[src/rtl/dma_engine_2a03_pkg.sv]
// Shared types and constants for the 2A03 sprite/sample DMA engine.
package dma_engine_2a03_pkg;

    typedef enum logic [2:0] {
        DMA_ST_IDLE  = 3'd0,
        DMA_ST_HALT  = 3'd1,
        DMA_ST_ALIGN = 3'd2,
        DMA_ST_GET   = 3'd3,
        DMA_ST_PUT   = 3'd4,
        DMA_ST_DMC   = 3'd5
    } dma_state_t;

    localparam logic [15:0] DMA_TRIGGER_ADDR_DEF = 16'h4014;
    localparam logic [15:0] DMA_DST_ADDR_DEF     = 16'h2004;

    localparam logic DMA_CYC_GET = 1'b0;
    localparam logic DMA_CYC_PUT = 1'b1;

endpackage

[src/rtl/dma_engine_2a03_parity.sv]
// Free-running get/put cycle parity flop; reset starts on a get cycle.
module dma_cycle_parity
    import dma_engine_2a03_pkg::*;
(
    input  logic clock,
    input  logic nreset,
    output logic parity
);

    always_ff @(posedge clock or negedge nreset) begin
        if (!nreset) parity <= DMA_CYC_GET;
        else         parity <= ~parity;
    end

endmodule

[src/rtl/dma_engine_2a03.sv]
// Sprite/sample DMA beside cpu_2a03: snoops trigger writes, halts the CPU, copies one page.
// Optional sample-fetch channel enabled by defining DMA_DMC_CHANNEL_EN.
module dma_engine_2a03
    import dma_engine_2a03_pkg::*;
#(
    parameter int unsigned XFER_LEN     = 256,
    parameter logic [15:0] TRIGGER_ADDR = DMA_TRIGGER_ADDR_DEF,
    parameter logic [15:0] DST_ADDR     = DMA_DST_ADDR_DEF
) (
    input  logic        clock,
    input  logic        nreset,
    input  logic [15:0] cpu_addr,
    input  logic [7:0]  cpu_data_out,
    input  logic        cpu_rw,
    output logic        cpu_halt,
    output logic        dma_active,
    output logic [15:0] dma_addr,
    output logic [7:0]  dma_data_out,
    output logic        dma_rw,
    input  logic [7:0]  data_in,
`ifdef DMA_DMC_CHANNEL_EN
    input  logic        dmc_req,
    input  logic [15:0] dmc_addr,
    output logic        dmc_ack,
    output logic [7:0]  dmc_data,
`endif
    output logic        done
);

    localparam logic [8:0] LAST_COUNT = 9'(XFER_LEN - 1);

    dma_state_t  state, state_n;
    logic        parity;
    logic        trigger;
    logic        get_entry;
    logic [8:0]  count, count_n;
    logic [7:0]  page, page_n;
    logic        cpu_halt_n, dma_active_n, dma_rw_n, done_n;
    logic [15:0] dma_addr_n;
    logic [7:0]  dma_data_out_n;
`ifdef DMA_DMC_CHANNEL_EN
    logic        copy_run, copy_run_n;
    logic        dmc_dummy, dmc_dummy_n;
    logic        dmc_ack_n;
    logic [7:0]  dmc_data_n;
`endif

    dma_cycle_parity u_parity (
        .clock  (clock),
        .nreset (nreset),
        .parity (parity)
    );

    assign trigger = !cpu_rw && (cpu_addr == TRIGGER_ADDR);

    always_comb begin
        state_n        = state;
        count_n        = count;
        page_n         = page;
        dma_data_out_n = dma_data_out;
        done_n         = 1'b0;
        get_entry      = 1'b0;
`ifdef DMA_DMC_CHANNEL_EN
        copy_run_n     = copy_run;
        dmc_dummy_n    = 1'b0;
        dmc_ack_n      = 1'b0;
        dmc_data_n     = dmc_data;
`endif
        case (state)
            DMA_ST_IDLE: begin
                if (trigger) begin
                    page_n  = cpu_data_out;
                    count_n = '0;
                    state_n = DMA_ST_HALT;
`ifdef DMA_DMC_CHANNEL_EN
                    copy_run_n = 1'b1;
                end else if (dmc_req) begin
                    state_n = DMA_ST_HALT;
`endif
                end
            end
            DMA_ST_HALT: begin
                if (cpu_rw) begin
                    if (parity == DMA_CYC_PUT) state_n = DMA_ST_ALIGN;
                    else                       get_entry = 1'b1;
                end
            end
            DMA_ST_ALIGN: begin
`ifdef DMA_DMC_CHANNEL_EN
                // The dummy cycle after a fetch resumes without re-sampling dmc_req,
                // giving the requester the ack cycle to drop its level request.
                if (dmc_dummy) state_n = copy_run ? DMA_ST_GET : DMA_ST_IDLE;
                else           get_entry = 1'b1;
`else
                get_entry = 1'b1;
`endif
            end
            DMA_ST_GET: begin
                dma_data_out_n = data_in;
                state_n        = DMA_ST_PUT;
            end
            DMA_ST_PUT: begin
                if (count == LAST_COUNT) begin
                    count_n = '0;
                    done_n  = 1'b1;
                    state_n = DMA_ST_IDLE;
`ifdef DMA_DMC_CHANNEL_EN
                    copy_run_n = 1'b0;
`endif
                end else begin
                    count_n   = count + 9'd1;
                    get_entry = 1'b1;
                end
            end
`ifdef DMA_DMC_CHANNEL_EN
            DMA_ST_DMC: begin
                dmc_data_n  = data_in;
                dmc_ack_n   = 1'b1;
                dmc_dummy_n = 1'b1;
                state_n     = DMA_ST_ALIGN;
            end
`endif
            default: state_n = DMA_ST_IDLE;
        endcase

        if (get_entry) begin
`ifdef DMA_DMC_CHANNEL_EN
            if (dmc_req)       state_n = DMA_ST_DMC;
            else if (copy_run) state_n = DMA_ST_GET;
            else               state_n = DMA_ST_IDLE;
`else
            state_n = DMA_ST_GET;
`endif
        end

        // Bus outputs are registered from the next state so they change only on edges.
        cpu_halt_n   = (state_n != DMA_ST_IDLE);
        dma_active_n = 1'b0;
        dma_rw_n     = 1'b1;
        dma_addr_n   = '0;
        case (state_n)
            DMA_ST_GET: begin
                dma_active_n = 1'b1;
                dma_addr_n   = {page_n, count_n[7:0]};
            end
            DMA_ST_PUT: begin
                dma_active_n = 1'b1;
                dma_rw_n     = 1'b0;
                dma_addr_n   = DST_ADDR;
            end
`ifdef DMA_DMC_CHANNEL_EN
            DMA_ST_DMC: begin
                dma_active_n = 1'b1;
                dma_addr_n   = dmc_addr;
            end
`endif
            default: ;
        endcase
    end

    always_ff @(posedge clock or negedge nreset) begin
        if (!nreset) begin
            state        <= DMA_ST_IDLE;
            count        <= '0;
            page         <= '0;
            cpu_halt     <= 1'b0;
            dma_active   <= 1'b0;
            dma_addr     <= '0;
            dma_data_out <= '0;
            dma_rw       <= 1'b1;
            done         <= 1'b0;
`ifdef DMA_DMC_CHANNEL_EN
            copy_run     <= 1'b0;
            dmc_dummy    <= 1'b0;
            dmc_ack      <= 1'b0;
            dmc_data     <= '0;
`endif
        end else begin
            state        <= state_n;
            count        <= count_n;
            page         <= page_n;
            cpu_halt     <= cpu_halt_n;
            dma_active   <= dma_active_n;
            dma_addr     <= dma_addr_n;
            dma_data_out <= dma_data_out_n;
            dma_rw       <= dma_rw_n;
            done         <= done_n;
`ifdef DMA_DMC_CHANNEL_EN
            copy_run     <= copy_run_n;
            dmc_dummy    <= dmc_dummy_n;
            dmc_ack      <= dmc_ack_n;
            dmc_data     <= dmc_data_n;
`endif
        end
    end

endmodule
[config.mk]
export PLATFORM = sky130hd
export DESIGN_NAME = dma_engine_2a03
export DESIGN_NICKNAME = d
export VERILOG_FILES = /design/src/rtl/dma_engine_2a03_pkg.sv /design/src/rtl/dma_engine_2a03_parity.sv /design/src/rtl/dma_engine_2a03.sv
export SDC_FILE = /design/constraint.sdc
export NUM_CORES = 1
export LEC_CHECK = 0
export ABC_CLOCK_PERIOD_IN_PS = 1600
export CAP_MARGIN = 20
export CORE_ASPECT_RATIO = 2
export CORE_MARGIN = 4
export CORE_UTILIZATION = 40
export CTS_CLUSTER_DIAMETER = 150
export DETAILED_ROUTE_END_ITERATION = 10
export PLACE_DENSITY_LB_ADDON = 0.05
export SLEW_MARGIN = 20
export SYNTH_ARGS = -nofsm -noshare
export SYNTH_HDL_FRONTEND = slang
export SYNTH_SLANG_ARGS = --single-unit
[constraint.sdc]
create_clock -name clock -period 1.6 [get_ports clock]
set_input_delay 0.24 -clock clock [delete_from_list [all_inputs] [get_ports clock]]
set_output_delay 0.24 -clock clock [all_outputs]
set_load 0.01 [all_outputs]
==> metrics.txt <==
synth top area cells dfrtp_1, nand2_1, a21oi_1, nand3_1, o21ai_1; H-tree depth 2; R2R Path Start state[1]$_DFF_PN0_; CP Launch Point state[1]$_DFF_PN0_; count of final hold-check violations 0; layout cell share with drive strength beyond 1 35.1%; Net Sw Power about 0.0014 W; Max Slew Vio Count 0; cell taking the most area after synthesis dfrtp_1; fin crit share 106%; chip height 110 um; Worst setup EP type flop; row count 36; Mapped Avg Cell Area between 10 and 15 um^2; Post-Syn Nets 235; EDFF count, synth 0; Hold Crit Start cpu_rw; slowest stage cell, crit path or4_4; vias per cell roughly 5.3; DR pass1 iterations 4; initial antenna violation count 0; largest net degree at the start of global routing 50; Gate Count Post-Synth 199; Critical Path Fanout Max 5; synthesis warning total 0; Synth Flop Type dfrtp_1; Filler Cell Count 365; Setup WS post-layout -103 ps; switch share between 30% and 40%; Clock Latency Late Sink 310 ps; skew final ~13 ps; Die Width 59.0 um; Iteration-0 DRC Markers 42; Unique masters post-synth 46; die area 0.00650 mm^2; port buffer count 62; Setup CP Type flop to flop; Sequential Power Share 39.6%; outcome finished with violations; DRC violations left 0; Clock Tree Root clkbuf_8; top routing layer in use met4; FF-to-FF path depth 5; Met1 Wirelength 1980 um; minimum clock period ~1700 ps; Least-Margin Pin Slew 302 ps; RSZ-0062 raised after global routing true; nature of the critical path startpoint flop; IO Pins 63; fin area 0.00348 mm^2; Max Cap Violations 0; crit-path max cell delay 490 ps; first-pass GRT wire length between 9000 and 10000 um; NumNets Final 340; clock tree buffer depth 2; leakage 1.53 nW; fin cells 362; crit path DAT ~1900 ps; Yosys top cell area share about 58%; Combinational Power Share roughly 43%; Crit path depth 5; gpl congestion around 0.79; family with the most delay on the worst path simple AND/OR/NAND/NOR gates; Routed Antenna Nets 0; clock share of power 17.4%; Area Growth Syn to Fin 66.9%; CP Buf/Inv Count 1; total vias in the final route approximately 1.9k; sequential area share after synthesis 58.9%; Starting Density approximately 42%; synthesized area 0.00208 mm^2; Hold Crit Class primary input to flop; # diodes 0; CTS Sinks 49; CTS tree yes; hold path depth 4; achievable frequency 587 MHz; Worst VDD drop between 1 and 1.5 mV; Routed WL 5750 um; number of global-route vias before repair 2046; GRT Util Overall 19.9%; Post-DP Area 0.00304 mm^2; PwrDens 1180 mW/mm^2; WP data required 1800 ps; Reg clk slew, reported paths 90 ps; Met3 Wirelength 352 um; synthesis-stage register bit count 49; critical-path cell list or2_4 > or4_4 > buf_4 > o21ai_4 > nand2_1; Avg WL per Cell between 15 and 20 um; placed cells approximately 350; failing checks negative setup slack; Remaining Overflow, GRT 0; relative slew slack 79.8%; Final setup viols 20; P_int between 0.002 and 0.003 W; Num CTS Buffers 5; dpl hpwl 4080 um; Std-Cell Core Area 0.00495 mm^2; wire length on met2 3240 um; post-synthesis async set-or-reset flop share 100%
path summary, 6_finish.rpt:
kind                                               end  slack [ps]
setup / recovery                     page[3]$_DFF_PN0_        -100
hold / removal                      state[0]$_DFF_PN0_         350
setup reg to reg                     page[3]$_DFF_PN0_        -100
hold reg to reg            dma_data_out[5]$_DFFE_PN0N_         480
max in group asynchronous             dma_rw$_DFF_PN1_         890
min in group asynchronous        dma_addr[7]$_DFF_PN0_         430
per-stage QoR:
step           utilization, %  hold slack, ps  setup WS [ps]  power, W  setup TNS, ps
2_1_floorplan               -           -55.6           -107   0.00230          -1170
3_3_place_gp             61.4             246           -368   0.00323         -11500
3_5_place_dp             61.4             246           -423   0.00326         -12310
4_1_cts                  67.4             433          -74.7   0.00409          -1000
5_1_grt                  70.2             377           -136   0.00434          -2770
6_report                 70.2             355           -103   0.00409           -995
logic make-up (layout without fill, tap and decap cells):
group / Yosys count / after routing / share of synthesized area, %
buffers and inverters: 14 / 118 / 3.42
flip-flops: 49 / 49 / 58.9
XOR/XNOR: 2 / 2 / 0.841
AO/OA/AOI/OAI: 44 / 44 / 13.3
adder cells (fa/ha/maj): 1 / 1 / 0.601
AND/OR/NAND/NOR: 89 / 91 / 22.9
worst min-delay path, cell delays in order:
cell,delay (ps)
dlymetal6s2s_1,170
a21oi_1,90
nand2_1,70
nand3_2,60
layout make-up:
class                      count  area, um^2  area share [%]
inverter                       6        22.5           0.648
clock buffer                   7        76.3            2.20
tap                           57        71.3            2.05
timing repair buffer         104         978            28.1
sequential                    49        1230            35.4
clock inverter                 1        7.51           0.216
multi-input combinational    138        1090            31.4
flip-flops by register name (all words and copies together), names as in the netlist, 3 cells and up:
name	flops
dma_addr	16
count	9
page	8
dma_data_out	8
state	3
power groups by stage:
stage / clock (W) / combinational (W) / sequential, W
6_report: 0.000713 / 0.00176 / 0.00162
2_1_floorplan: 0 / 0.000557 / 0.00174
3_3_place_gp: 0 / 0.00159 / 0.00164
3_5_place_dp: 0 / 0.00161 / 0.00165
4_1_cts: 0.000746 / 0.00172 / 0.00163
5_1_grt: 0.000782 / 0.00191 / 0.00165
cell usage in the layout (no fill, tap or decap), types with 3 or more instances in the layout:
| master | instances |
|---|---|
| buf_4 | 33 |
| o21ai_4 | 8 |
| o211ai_1 | 3 |
| buf_6 | 6 |
| a21oi_2 | 11 |
| nand3_2 | 6 |
| clkdlybuf4s50_1 | 56 |
| dfrtp_1 | 46 |
| dlygate4sd2_1 | 4 |
| clkbuf_8 | 5 |
| nand2_1 | 41 |
| inv_1 | 6 |
| nor4_2 | 3 |
| a21oi_1 | 6 |
| and3_1 | 3 |
| nand3_1 | 4 |
| nor2_1 | 5 |
Yosys cell counts, types with 3 or more instances:
| cell | count |
|---|---|
| and3_1 | 3 |
| nand3_1 | 12 |
| a21oi_1 | 18 |
| clkbuf_1 | 3 |
| buf_2 | 3 |
| nand2_1 | 42 |
| o211ai_1 | 3 |
| dfrtp_1 | 48 |
| o21ai_1 | 8 |
| o21ai_0 | 3 |
| inv_1 | 6 |
| nor2_1 | 6 |
routing by layer:
metal	up-vias	track usage, %
met5	-	0
met3	16	5.94
met1	919	19.2
met2	65	36.5
li1	910	-
met4	0	10.2
what timing repair did:
action                                  4_1_cts  5_1_grt
resized for setup                            50       18
pin swaps                                    25        7
endpoints found under the setup margin       37       36
endpoints found under the hold margin        48        0
setup buffers                                 0        4
hold buffers                                  1        0
cloned                                        2        0
Note: power is estimated with default switching activity, not from simulation.
